`config.mk`:
```
export PLATFORM = sky130hd
export DESIGN_NAME = morse_tx_encoder
export DESIGN_NICKNAME = d
export VERILOG_FILES = /design/src/rtl/morse_pkg.sv /design/src/rtl/morse_letter_rom.sv /design/src/rtl/morse_tx_encoder.sv
export SDC_FILE = /design/constraint.sdc
export NUM_CORES = 1
export LEC_CHECK = 0
export BUFFER_PORTS_ARGS = -buffer_cell sky130_fd_sc_hd__buf_2
export CAP_MARGIN = 40
export CORE_ASPECT_RATIO = 2
export CORE_MARGIN = 3
export CORE_UTILIZATION = 50
export CTS_CLUSTER_SIZE = 20
export DETAILED_ROUTE_END_ITERATION = 8
export PLACE_DENSITY = 0.8
export REMOVE_ABC_BUFFERS = 1
export SYNTH_ARGS = -nofsm -noshare
export SYNTH_HDL_FRONTEND = slang
export SYNTH_SLANG_ARGS = --single-unit
```
`constraint.sdc`:
```
create_clock -name clk_i -period 4.7 [get_ports clk_i]
set_clock_uncertainty 0.05 [all_clocks]
set_input_delay 0.47 -clock clk_i [delete_from_list [all_inputs] [get_ports clk_i]]
set_output_delay 0.47 -clock clk_i [all_outputs]
set_load 0.02 [all_outputs]
```
`src/rtl/morse_pkg.sv`:
```
// Shared Morse definitions: field widths, letter code record, A..Z table and
// the transmitter state encoding.
package morse_pkg;

    localparam int NUM_LETTERS = 26;
    localparam int LEN_W       = 3;
    localparam int CODE_W      = 4;

    typedef struct packed {
        logic [LEN_W-1:0]  len;
        logic [CODE_W-1:0] code;
    } morse_code_t;

    typedef enum logic [1:0] {
        ST_IDLE,
        ST_MARK,
        ST_SPACE,
        ST_CHAR_GAP
    } tx_state_e;

    // code[len-1] is sent first; a 1 bit is a dash, a 0 bit is a dot
    function automatic morse_code_t morse_lookup(input logic [4:0] letter);
        morse_code_t c;
        case (letter)
            5'd0:    c = '{3'd2, 4'b0001}; // A .-
            5'd1:    c = '{3'd4, 4'b1000}; // B -...
            5'd2:    c = '{3'd4, 4'b1010}; // C -.-.
            5'd3:    c = '{3'd3, 4'b0100}; // D -..
            5'd4:    c = '{3'd1, 4'b0000}; // E .
            5'd5:    c = '{3'd4, 4'b0010}; // F ..-.
            5'd6:    c = '{3'd3, 4'b0110}; // G --.
            5'd7:    c = '{3'd4, 4'b0000}; // H ....
            5'd8:    c = '{3'd2, 4'b0000}; // I ..
            5'd9:    c = '{3'd4, 4'b0111}; // J .---
            5'd10:   c = '{3'd3, 4'b0101}; // K -.-
            5'd11:   c = '{3'd4, 4'b0100}; // L .-..
            5'd12:   c = '{3'd2, 4'b0011}; // M --
            5'd13:   c = '{3'd2, 4'b0010}; // N -.
            5'd14:   c = '{3'd3, 4'b0111}; // O ---
            5'd15:   c = '{3'd4, 4'b0110}; // P .--.
            5'd16:   c = '{3'd4, 4'b1101}; // Q --.-
            5'd17:   c = '{3'd3, 4'b0010}; // R .-.
            5'd18:   c = '{3'd3, 4'b0000}; // S ...
            5'd19:   c = '{3'd1, 4'b0001}; // T -
            5'd20:   c = '{3'd3, 4'b0001}; // U ..-
            5'd21:   c = '{3'd4, 4'b0001}; // V ...-
            5'd22:   c = '{3'd3, 4'b0011}; // W .--
            5'd23:   c = '{3'd4, 4'b1001}; // X -..-
            5'd24:   c = '{3'd4, 4'b1011}; // Y -.--
            5'd25:   c = '{3'd4, 4'b1100}; // Z --..
            default: c = '{3'd0, 4'b0000};
        endcase
        return c;
    endfunction

endpackage

```
`src/rtl/morse_letter_rom.sv`:
```
// Combinational letter index to Morse code lookup with range flag.
module morse_letter_rom
    import morse_pkg::*;
(
    input  logic [4:0]  letter_i,
    output morse_code_t code_o,
    output logic        valid_letter_o
);

    assign code_o         = morse_lookup(letter_i);
    assign valid_letter_o = (letter_i < 5'(NUM_LETTERS));

endmodule

```
`src/rtl/morse_tx_encoder.sv`:
```
// Morse transmitter: takes one letter per handshake and keys dots, dashes and
// gaps on key_o with tick-exact durations.
module morse_tx_encoder
    import morse_pkg::*;
#(
    parameter int DOT_TICKS      = 30,
    parameter int DASH_TICKS     = 60,
    parameter int GAP_TICKS      = 10,
    parameter int CHAR_GAP_TICKS = 50,
    parameter int CNT_W          = 6
) (
    input  logic       clk_i,
    input  logic       rst_ni,
    input  logic       valid_i,
    input  logic [4:0] letter_i,
    output logic       ready_o,
    input  logic       abort_i,
    output logic       key_o,
    output logic       busy_o,
    output logic       done_o,
    output logic       err_o
);

    if (DOT_TICKS < 1 || DOT_TICKS >= 2**CNT_W ||
        DASH_TICKS < 1 || DASH_TICKS >= 2**CNT_W ||
        GAP_TICKS < 1 || GAP_TICKS > 2**CNT_W ||
        CHAR_GAP_TICKS < 1 || CHAR_GAP_TICKS > 2**CNT_W) begin : g_bad_timing
        $error("morse_tx_encoder: tick durations out of range for CNT_W");
    end

    localparam logic [CNT_W-1:0] DOT_LD  = CNT_W'(DOT_TICKS - 1);
    localparam logic [CNT_W-1:0] DASH_LD = CNT_W'(DASH_TICKS - 1);
    localparam logic [CNT_W-1:0] GAP_LD  = CNT_W'(GAP_TICKS - 1);
    localparam logic [CNT_W-1:0] CG_LD   = CNT_W'(CHAR_GAP_TICKS - 1);

    tx_state_e         state_q, state_d;
    logic [CNT_W-1:0]  cnt_q, cnt_d;
    logic [LEN_W-1:0]  rem_q, rem_d;
    logic [CODE_W-1:0] sh_q, sh_d;
    logic              key_q, key_d;
    logic              done_q, done_d;
    logic              err_q, err_d;

    morse_code_t       rom_code;
    logic              rom_valid;
    logic [LEN_W-1:0]  shamt;
    logic [CODE_W-1:0] aligned;

    morse_letter_rom u_rom (
        .letter_i       (letter_i),
        .code_o         (rom_code),
        .valid_letter_o (rom_valid)
    );

    // Left-align the code so the current element is always the MSB
    assign shamt   = LEN_W'(CODE_W) - rom_code.len;
    assign aligned = rom_code.code << shamt;

    always_comb begin
        state_d = state_q;
        cnt_d   = cnt_q;
        rem_d   = rem_q;
        sh_d    = sh_q;
        done_d  = 1'b0;
        err_d   = 1'b0;
        if (abort_i) begin
            state_d = ST_IDLE;
        end else begin
            case (state_q)
                ST_IDLE: begin
                    if (valid_i && rom_valid) begin
                        sh_d    = aligned;
                        rem_d   = rom_code.len;
                        cnt_d   = aligned[CODE_W-1] ? DASH_LD : DOT_LD;
                        state_d = ST_MARK;
                    end else if (valid_i) begin
                        err_d = 1'b1;
                    end
                end
                ST_MARK: begin
                    if (cnt_q != '0) begin
                        cnt_d = cnt_q - 1'b1;
                    end else if (rem_q > LEN_W'(1)) begin
                        rem_d   = rem_q - 1'b1;
                        sh_d    = sh_q << 1;
                        cnt_d   = GAP_LD;
                        state_d = ST_SPACE;
                    end else begin
                        cnt_d   = CG_LD;
                        state_d = ST_CHAR_GAP;
                    end
                end
                ST_SPACE: begin
                    if (cnt_q != '0) begin
                        cnt_d = cnt_q - 1'b1;
                    end else begin
                        cnt_d   = sh_q[CODE_W-1] ? DASH_LD : DOT_LD;
                        state_d = ST_MARK;
                    end
                end
                ST_CHAR_GAP: begin
                    if (cnt_q != '0) begin
                        cnt_d = cnt_q - 1'b1;
                    end else begin
                        done_d  = 1'b1;
                        state_d = ST_IDLE;
                    end
                end
                default: state_d = ST_IDLE;
            endcase
        end
        key_d = (state_d == ST_MARK);
    end

    always_ff @(posedge clk_i or negedge rst_ni) begin
        if (!rst_ni) begin
            state_q <= ST_IDLE;
            cnt_q   <= '0;
            rem_q   <= '0;
            sh_q    <= '0;
            key_q   <= 1'b0;
            done_q  <= 1'b0;
            err_q   <= 1'b0;
        end else begin
            state_q <= state_d;
            cnt_q   <= cnt_d;
            rem_q   <= rem_d;
            sh_q    <= sh_d;
            key_q   <= key_d;
            done_q  <= done_d;
            err_q   <= err_d;
        end
    end

    assign key_o   = key_q;
    assign done_o  = done_q;
    assign err_o   = err_q;
    assign busy_o  = (state_q != ST_IDLE);
    assign ready_o = (state_q == ST_IDLE);

endmodule

```
Word level (Yosys, flattened, before mapping)

Memories as Yosys holds them, arrays and structs flattened.
Index checks and enable logic that the tools add are counted.
Widths: inputs -> output; s select.

Bitwise logic cells: 1
Order comparisons: 2
Divide/modulo/power cells: 0
Eq/ne operators: 8
Shift operators: 1
Muxes and demuxes: 30
Reductions and logical operators: 7
$mul: 0
Add/subtract/negate cells: 3

Operators by type and width:

| operator            | number |
|---|---|
| $mux 6              | 7 |
| $pmux 6 s4          | 1 |
| $mux 4              | 3 |
| $mux 2              | 5 |
| $mux 3              | 3 |
| $mux 1              | 8 |
| $pmux 2 s4          | 1 |
| $pmux 4 s2          | 1 |
| $ne 2x2->1 const B  | 3 |
| $pmux 3 s2          | 1 |
| $reduce_bool 6->1   | 1 |
| $sub 6x1->6 const B | 1 |
| $lt 5x5->1 const B  | 1 |
| $reduce_and 5->1    | 1 |
| $eq 2x1->1 const B  | 2 |
| $eq 2x2->1 const B  | 2 |
| $reduce_bool 2->1   | 2 |
| $shl 4x3->4         | 1 |
| $gt 3x1->1 const B  | 1 |
| $reduce_and 3->1    | 1 |
| $sub 3x1->3 const B | 1 |
| $sub 3x3->3 const A | 1 |
| $logic_not 2->1     | 1 |
| $ne 2x1->1 const B  | 1 |
| other kinds (2)     | 2 |

Input bits: 9
Logic and storage cells: 60
Output and inout port bits: 5
Memory bits (writable): 0
Latch bits: 0
Register bits: 18
Memory bits (read-only): 224
Memories kept: 1

Memory list:

| name            | depth | width | rd ports | clocked after memory_dff | write ports | line            | text |
|---|---|---|---|---|---|---|---|
| (no name shown) | 32    | 7     | 1        | 0                        | 0           | morse_pkg.sv:24 | `case (letter)` |

Longest topological paths before layout

Gate-level depths: netlist (run 1).

Word-level depth: 6
Mapped depth: 11
Depth with buffers taken out: 11

Cells and area by module

From an unflattened synthesis (run 1), not the netlist that was laid out.

Cell total of the unflattened synthesis: 197
Area total of the unflattened synthesis: 1625.3 µm²

By module, submodules not included:

| module           | sequential area each (µm²) | instances | area an instance (µm²) | cells each |
|---|---|---|---|---|
| morse_tx_encoder | 450.4                      | 1         | 1156.1                 | 137 |
| morse_letter_rom | 0.0                        | 1         | 469.2                  | 60 |

Worst setup path after synthesis (run 1)

No wires, ideal clock.

Path kind: input port to flip-flop
Start point: input port letter_i[0]
End point: register cnt_q[2]
Data required time: 4.530 ns
Library setup time: 0.120 ns
Setup slack: 1.830 ns
Buffers on the path: 0
Data arrival time: 2.699 ns
Cell stages on the path: 10
Cells stage by stage: inv_1 -> ha_1 -> nor3b_2 -> a311o_1 -> o32a_1 -> ha_1 -> inv_1 -> mux4_2 -> or3b_4 -> o211a_1

Word-level cells in the longest chain between the ends: 6
Elaborated cells on any way between the ends: 10
Those cells by class: 1 x add/sub; 1 x order compare; 1 x eq/ne; 1 x shift; 3 x mux; 2 x reduce/logical; 1 x memory

Ends and longest elaborated chain:

| item                   | line                    | text |
|---|---|---|
| start: declaration     | morse_tx_encoder.sv:15  | `input logic [4:0] letter_i,` |
| $mem_v2 32x7           | --                      |  |
| $sub 3x3->3            | morse_tx_encoder.sv:56  | `assign shamt = LEN_W'(CODE_W) - rom_code.len;` |
| $shl 4x3->4            | morse_tx_encoder.sv:57  | `assign aligned = rom_code.code << shamt;` |
| $mux 6                 | morse_tx_encoder.sv:74  | `cnt_d = aligned[CODE_W-1] ? DASH_LD : DOT_LD;` |
| $mux 6                 | morse_tx_encoder.sv:71  | `if (valid_i && rom_valid) begin` |
| $pmux 6 s4             | morse_tx_encoder.sv:69  | `case (state_q)` |
| end signal: assignment | morse_tx_encoder.sv:126 | `cnt_q <= cnt_d;` |
| end: declaration       | morse_tx_encoder.sv:37  | `logic [CNT_W-1:0] cnt_q, cnt_d;` |

Several ways; a longest one is shown, not always the timed one. The select of a mux whose other input is x is not followed.
A chain may end at the register's enable or synchronous reset.

Worst setup path after layout (run 1)

Same ends and word-level chain as after synthesis.

==> results.cfg, run 1 <==
[worst_setup_path]
critPathMaxStageDelay_ps = 450
crit_family = compound AO/OA/AOI/OAI gates
rr_worst_depth = 7
reg2reg_to = cnt_q[2]
worstPathMaxFanout = 6
cp_cell_sequence = buf_2, inv_1, ha_1, nand2b_1, a21oi_1, o31ai_2, inv_1, ha_1, inv_1, mux4_2, or3b_4, o211a_1
cp.required_ps = 4800
crit_start = letter_i[0]
startpoint_type = input pin
cp_slowest_cell = o31ai_2
crit_top_cell = inv_1
worstReg2RegStart = cnt_q[0]
r2r_slack_ps = 2250
worstPathArrival_ps = 3120
end_kind = flip-flop
critical_path_class = in2reg
crit_buf_inv = 4

[sta]
finalSetupViolCount = 0
rsz0062_at_grt = false
slew_headroom = 0.375
finalSetupTns_ps = 0
drv_slew = 0
fmax_mhz = 331
fin_crit_sh = 0.643
final_hold_viol_count = 0
finalWorstSetupSlack_ps = 1680
period_minus_slack_ps = 3020
worstMarginPinSlew_ps = 932

[global_route]
grt_pass1_vias = 1379
antenna_found_initial = 0
grt_pass1_wl_um = 5940
grt_max_degree = 23
grt_overflow = 0
grtUsageTotal = 0.197

[power_and_ir_drop]
ir_drop_uv = 189
power_density_mw_per_mm2 = 356
p_leak_uw = 0.000749
power_frac_comb = 0.385
p_int_uw = 374
p_switching_uw = 235
pwr-share-clk = 0.207
p_seq_frac = 0.408
switching_share = 0.385

[routing]
viasPerCell = 6.38
routed_wirelength_um = 3550
vias = 1435
dr.pass1.iters = 4
postRouteAntennaNets = 0
drtIter0Drc = 45
wl_per_cell_um = 15.8
drc = 0

[placed_design]
port_buffers = 13
gp_congestion = 0.903
postPlaceCellArea_mm2 = 0.00166
hpwlAfterDp_um = 2710
pre_cts_ws_ps = 1420

[yosys]
synth.most_common_cell = nand2_1
synth_area_mm2 = 0.00163
synth-edff-count = 0
synth_top_cell_area_share = 0.276
synth_warnings = 0
async_flop_share = 1.00
synthTopCellsByCount = nand2_1 (19), dfrtp_1 (18), a21oi_1 (13)
ys_ff_latch = 18
ys_seq_area_frac = 0.276
ys_types = 54
avgSynthCellArea_um2 = 8.62
synth_top_area_cell = dfrtp_1
ys.flop_type = dfrtp_1
synthTopCellsByArea = dfrtp_1 (28%), ha_1 (7.7%), mux2i_1 (5.5%)
synthCells = 189

[clock_tree]
postCtsHoldBufs = 0
cts-root-buf = clkbuf_8
clock_sinks = 18
cts_resized = 0
clockBufferDepth = 2
htreeDepth = 1
cts_buffers = 3
cts.reportedPaths.clkPinSlew_ps = 70
cts_tree = yes
clk_latency_ps = 260
cts_setup_buffers = 0

[floorplanning]
start_util = 0.534
die-width_um = 46.4
io-pin-count = 14
core_area_mm2 = 0.00305
rows = 28
dieArea_mm2 = 0.00402
die_y_um = 86.7

[job]
cap_violations = 0

[finish]
layout.nets = 215
final_cell_area_mm2 = 0.00171
drive_above_1_share = 0.159
area_growth_pct = 5.07
antennaDiodeCount = 0

[min_path]
hold_class = in2async

[run_status]
status = finished, final reports clean
==> cell families (layout without fill, tap and decap cells) <==
logic type | Yosys count | after routing | share of synthesized area
compound gates | 52 | 52 | 0.226
xor+xnor | 5 | 5 | 0.0269
fa+ha+maj | 11 | 11 | 0.0829
buf+inv | 23 | 29 | 0.0737
flops | 18 | 18 | 0.276
mux | 12 | 12 | 0.0829
simple gates | 68 | 68 | 0.231
==> power groups by stage <==
stage | registers [uW] | clock network, uW | logic [uW]
floorplan | 240 | 0 | 174
global placement | 249 | 0 | 230
detailed placement | 252 | 0 | 233
CTS | 249 | 129 | 235
global route | 253 | 134 | 269
finish | 248 | 126 | 235
==> sequential cells by signal (all words and copies together) (netlist names) <==
| register | flops |
|---|---|
| state_q | 2 |
| cnt_q | 6 |
| err_o | 1 |
| rem_q | 3 |
| sh_q | 4 |
| done_o | 1 |
| key_o | 1 |
==> final cells by class <==
type / count / area [um^2]
fill: 288 / 1340
tap: 30 / 37.5
sequential: 18 / 450
timing repair buffer: 13 / 65.1
inverter: 12 / 45.0
multi-input combinational: 148 / 1060
clock buffer: 4 / 55.1
==> routing by layer <==
layer  up-vias  share of wire  wire length [um]  track usage
met5         -              0                 0            0
met4         0          0.038               134        0.117
met3        13          0.032               113       0.0187
met2        40           0.57              2020        0.359
met1       680           0.36              1280        0.198
li1        702              -                 -            -
==> cell usage in the layout, fill, tap and decap left out, types with 2 or more instances in the layout <==
cell / netlist / final
a211o_1: 3 / 3
a21boi_0: 2 / 2
a21oi_1: 13 / 13
a311o_1: 2 / 2
a311oi_1: 2 / 2
a31oi_1: 4 / 4
buf_2: 0 / 13
clkbuf_8: 0 / 4
dfrtp_1: 18 / 18
ha_1: 10 / 10
inv_1: 11 / 11
mux2_2: 2 / 2
mux2i_1: 9 / 9
nand2_1: 19 / 19
nand2b_1: 5 / 5
nand3_1: 7 / 7
nand4_1: 3 / 3
nor2_1: 8 / 8
nor2b_1: 3 / 3
nor3_1: 7 / 7
nor3b_1: 3 / 3
o211ai_1: 2 / 2
o21ai_0: 7 / 7
o21ai_1: 2 / 2
o31ai_1: 3 / 3
o32a_1: 2 / 2
or2_2: 2 / 2
or3b_4: 2 / 2
xnor2_1: 3 / 3
xor2_1: 2 / 2
==> per-stage QoR <==
step	hold WS [ps]	util	cells	total power, uW
6_report	76.1	0.562	225	609
2_1_floorplan	124	-	178	414
5_1_grt	111	0.562	225	656
3_3_place_gp	371	0.544	221	480
3_5_place_dp	369	0.544	221	484
4_1_cts	88.0	0.562	225	613
==> worst max path at each step <==
stage | end | slack [ps] | cells past startpoint
finish | cnt_q[2] | 1680 | 12
global route | cnt_q[2] | 1480 | 12
CTS | cnt_q[2] | 1710 | 12
detailed placement | cnt_q[2] | 1420 | 12
global placement | cnt_q[2] | 1540 | 11
floorplan | cnt_q[2] | 1830 | 10
No activity file was read; power rests on OpenSTA's default activity.
==> run 2, diff against run 1 <==
clock period = 3.1 ns   (was 4.7 ns; I/O delays follow)
==> run 2 against run 1 <==
- first-iteration DRC count is 6.7% lower
- non-clock buffer count is 5 higher
- combinational power is 55% higher
- setup slack lost 1400 ps
- utilization up 1.3 points
==> results.cfg, run 2 (synthesized netlist as in run 1, its figures left out) <==
[clock_tree]
cts_buffers = 3
clock_sinks = 18
cts-root-buf = clkbuf_8
cts_setup_buffers = 0
clk_latency_ps = 260
cts_tree = yes
cts.reportedPaths.clkPinSlew_ps = 70
htreeDepth = 1
cts_resized = 0
clockBufferDepth = 2
postCtsHoldBufs = 1

[worst_setup_path]
crit_buf_inv = 3
worstPathArrival_ps = 2890
cp_cell_sequence = buf_2, inv_1, ha_1, nor3b_2, a311o_1, o32a_1, ha_1, inv_1, mux4_2, or3b_4, o211a_1
startpoint_type = input pin
cp.required_ps = 3200
end_kind = flip-flop
crit_family = adder cells
cp_slowest_cell = or3b_4
critical_path_class = in2reg
critPathMaxStageDelay_ps = 430
worstPathMaxFanout = 6

[power_and_ir_drop]
p_leak_uw = 0.000772
ir_drop_uv = 225
power_uw = 935
p_seq_frac = 0.402
p_int_uw = 574
pwr-share-clk = 0.209
power_frac_comb = 0.389
p_switching_uw = 362
power_density_mw_per_mm2 = 534
switching_share = 0.387

[routing]
routed_wirelength_um = 3610
drc = 0
drtIter0Drc = 42
dr.pass1.iters = 4
wl_per_cell_um = 15.7
vias = 1438
viasPerCell = 6.25
postRouteAntennaNets = 0

[floorplanning]
dieArea_mm2 = 0.00402
rows = 28
die_y_um = 86.7
io-pin-count = 14
die-width_um = 46.4
core_area_mm2 = 0.00305
start_util = 0.534

[sta]
period_minus_slack_ps = 2790
final_hold_viol_count = 0
fmax_mhz = 359
slew_headroom = 0.678
fin_crit_sh = 0.899
finalSetupTns_ps = 0
rsz0062_at_grt = false
drv_slew = 0
finalSetupViolCount = 0
worstMarginPinSlew_ps = 481

[finish]
mostFrequentLayoutCell = nand2_1
final_cell_area_mm2 = 0.00175
multiInputGateArea_mm2 = 0.00106
antennaDiodeCount = 0
regMostFlops = cnt_q
regArea_um2 = 450
area_growth_pct = 7.53
drive_above_1_share = 0.175
top_regs = cnt_q (6), sh_q (4), rem_q (3)
mostFrequentLayoutCells = nand2_1 (19), dfrtp_1 (18), a21oi_1 (13), buf_2 (13), inv_1 (11)
fillCellCount = 280
largest_register_ffs = 6
layout.nets = 220

[placed_design]
gp_congestion = 0.846
port_buffers = 13
hpwlAfterDp_um = 2810
postPlaceCellArea_mm2 = 0.00169

[run_status]
status = finished, final reports clean

[global_route]
grt_overflow = 0
grt_max_degree = 23
antenna_found_initial = 0
grt_pass1_vias = 1372
grtUsageTotal = 0.204
grt_pass1_wl_um = 5990

[min_path]
hold_class = in2reg

[job]
cap_violations = 0
==> run 2: worst paths after layout <==
kind	from	to	slack, ps	depth (start not counted)
setup / recovery	letter_i[0]	cnt_q[2]	310	11
hold / removal	abort_i	done_o	290	2
setup reg to reg	cnt_q[0]	rem_q[0]	590	8
hold reg to reg	sh_q[2]	sh_q[2]	440	2
min in group asynchronous	rst_ni	cnt_q[3]	470	2
max in group asynchronous	rst_ni	sh_q[0]	2220	2
==> run 2: per-layer routing <==
metal	up-vias	share of wire	track usage
li1	711	-	-
met5	-	0	0
met1	675	0.38	0.213
met4	0	0.062	0.163
met3	19	0.020	0.0249
met2	33	0.53	0.339
==> run 2: worst register-to-register path: stages, from the launching register on <==
cell and delay (ps):
dfrtp_1 450, inv_1 90, ha_1 190, nor4b_2 320, and2b_1 300, nand3_1 110, a211o_1 480, nor3_1 340
a211o_1 140
==> run 2: layout make-up <==
class                      count  area share
clock buffer                   4      0.0314
inverter                      12      0.0257
multi-input combinational    148       0.604
sequential                    18       0.257
tap                           30      0.0214
timing repair buffer          18      0.0600
==> run 2: power by group through the flow <==
stage          registers [uW]  logic (uW)  clock network (uW)
4_1_cts                   376         367                 198
6_report                  376         364                 196
2_1_floorplan             364         264                   0
3_3_place_gp              377         357                   0
5_1_grt                   385         418                 204
3_5_place_dp              381         363                   0
==> run 2: per-stage QoR <==
step                setup WS [ps]  cells  hold WS, ps   util
global placement              106    225          213  0.553
floorplan                     390    178        -35.6      -
finish                        314    230          289  0.575
detailed placement           57.1    225          216  0.553
CTS                           326    230          286  0.575
global route                  174    230          320  0.575
==> run 3, diff against run 2 <==
ABC_AREA = 1   (was default)
==> run 3 against run 2 <==
- sequential share of layout area shrank 0.29 points
- combinational power shrank 11%
- die area is essentially flat
- sequential cell count is the same
- non-clock buffer count shrank 4
- critical endpoint is now cnt_q[1]
==> results.cfg, run 3 <==
[sta]
hold_slack_ps = 226
worstMarginPinSlew_ps = 416
period_minus_slack_ps = 2150
fmax_mhz = 466
finalSetupTns_ps = 0
slew_headroom = 0.723
final_hold_viol_count = 0
finalSetupViolCount = 0
fin_crit_sh = 0.693
drv_slew = 0
rsz0062_at_grt = false

[clock_tree]
postCtsHoldBufs = 1
htreeDepth = 1
cts.reportedPaths.clkPinSlew_ps = 70
clk_latency_ps = 260
cts_setup_buffers = 0
clockBufferDepth = 2
clock_sinks = 18
cts_resized = 0
cts_tree = yes
cts_buffers = 3
cts-root-buf = clkbuf_8

[worst_setup_path]
rr_worst_depth = 10
end_kind = flip-flop
r2r_slack_ps = 1140
crit_start = letter_i[0]
reg2reg_to = cnt_q[1]
startpoint_type = input pin
critical_path_class = in2reg
worstPathMaxFanout = 6
cp.required_ps = 3230
worstReg2RegStart = cnt_q[0]
worstPathArrival_ps = 2270
endpoint = cnt_q[1]

[power_and_ir_drop]
power_density_mw_per_mm2 = 481
power_uw = 852
ir_drop_uv = 178
p_leak_uw = 0.000967

[routing]
drtIter0Drc = 44
drc = 0
viasPerCell = 5.63
dr.pass1.iters = 6
postRouteAntennaNets = 0
wl_per_cell_um = 13.6
routed_wirelength_um = 3970
vias = 1645

[global_route]
grtUsageTotal = 0.221
grt_max_degree = 19
grt_overflow = 0
grt_pass1_wl_um = 6560
antenna_found_initial = 0
grt_pass1_vias = 1575

[placed_design]
hpwlAfterDp_um = 3210
gp_congestion = 0.956
port_buffers = 13

[finish]
largest_register_ffs = 6
regMostFlops = cnt_q
antennaDiodeCount = 0
fillCellCount = 292
layout.nets = 282
mostFrequentLayoutCells = nand2_1 (84), nand3_1 (23), inv_1 (22), nor2_1 (22), dfrtp_1 (18)
top_regs = cnt_q (6), sh_q (4), rem_q (3)
mostFrequentLayoutCell = nand2_1
drive_above_1_share = 0.160
area_growth_pct = 8.67

[yosys]
ys.flop_type = dfrtp_1
synthTopCellsByCount = nand2_1 (84), nand3_1 (23), inv_1 (22), nor2_1 (22), dfrtp_1 (18)
ys_types = 31
ys_seq_area_frac = 0.276
synthCells = 247
synthTopCellsByArea = dfrtp_1 (28%), nand2_1 (19%), ha_1 (7.7%)
async_flop_share = 1.00
ys_ff_latch = 18
synth_top_cell_area_share = 0.276
synth_warnings = 0
synth.most_common_cell = nand2_1
synth_top_area_cell = dfrtp_1
synth-edff-count = 0
synth_area_mm2 = 0.00163
avgSynthCellArea_um2 = 6.60

[floorplanning]
die-width_um = 46.4
dieArea_mm2 = 0.00402
core_area_mm2 = 0.00305
start_util = 0.535
rows = 28
die_y_um = 86.8
io-pin-count = 14

[job]
cap_violations = 0

[min_path]
hp-start = abort_i
hold_class = in2reg

[run_status]
status = finished, final reports clean
-- run 3: logic make-up after synthesis --
family / count (synthesis) / synth area share
fa+ha+maj: 10 / 0.0767
flops: 18 / 0.276
buf+inv: 34 / 0.0890
simple gates: 145 / 0.397
compound gates: 36 / 0.140
xor+xnor: 4 / 0.0215
-- run 3: stage by stage --
step	setup slack [ps]	instance area, um^2	instances	util
floorplan	1020	1600	244	-
global placement	744	1710	287	0.560
detailed placement	680	1710	287	0.560
CTS	947	1770	292	0.581
global route	784	1770	292	0.581
finish	953	1770	292	0.581
-- run 3: worst min-delay path by stage --
stage | endpoint | slack (ps) | cells after the start
2_1_floorplan | cnt_q[0] | -40 | 0
3_3_place_gp | done_o | 210 | 1
3_5_place_dp | key_o | 210 | 1
4_1_cts | done_o | 230 | 2
5_1_grt | done_o | 250 | 2
6_report | done_o | 230 | 2
-- run 3: critical path, cell delays in order --
cell and delay [ps]:
buf_2 140, inv_1 90, ha_1 340, or2_2 290, nand2_1 80, a21boi_0 200
ha_1 300, inv_1 90, nand3_1 80, nand2_1 100, nand3_2 90, a21oi_1 160
-- run 3: per-layer routing --
metal / vias up / track usage / wire, um / share of wire
li1: 823 / - / - / -
met1: 745 / 0.197 / 1310 / 0.33
met2: 54 / 0.417 / 2280 / 0.57
met3: 23 / 0.0166 / 126 / 0.032
met4: 0 / 0.158 / 248 / 0.063
met5: - / 0 / 0 / 0
-- run 3: report_power, final --
group          leakage, uW  total [uW]  internal (uW)  switching (uW)
sequential        0.000221         333            290            43.4
combinational     0.000717         325            121             204
clock            0.0000288         194            113            80.9
-- run 3: final cells by class --
cell class | count | area (um^2) | area share
inverter | 31 | 119 | 0.0671
clock buffer | 4 | 55.1 | 0.0311
multi-input combinational | 195 | 1030 | 0.584
tap | 30 | 37.5 | 0.0212
timing repair buffer | 14 | 75.1 | 0.0424
sequential | 18 | 450 | 0.254
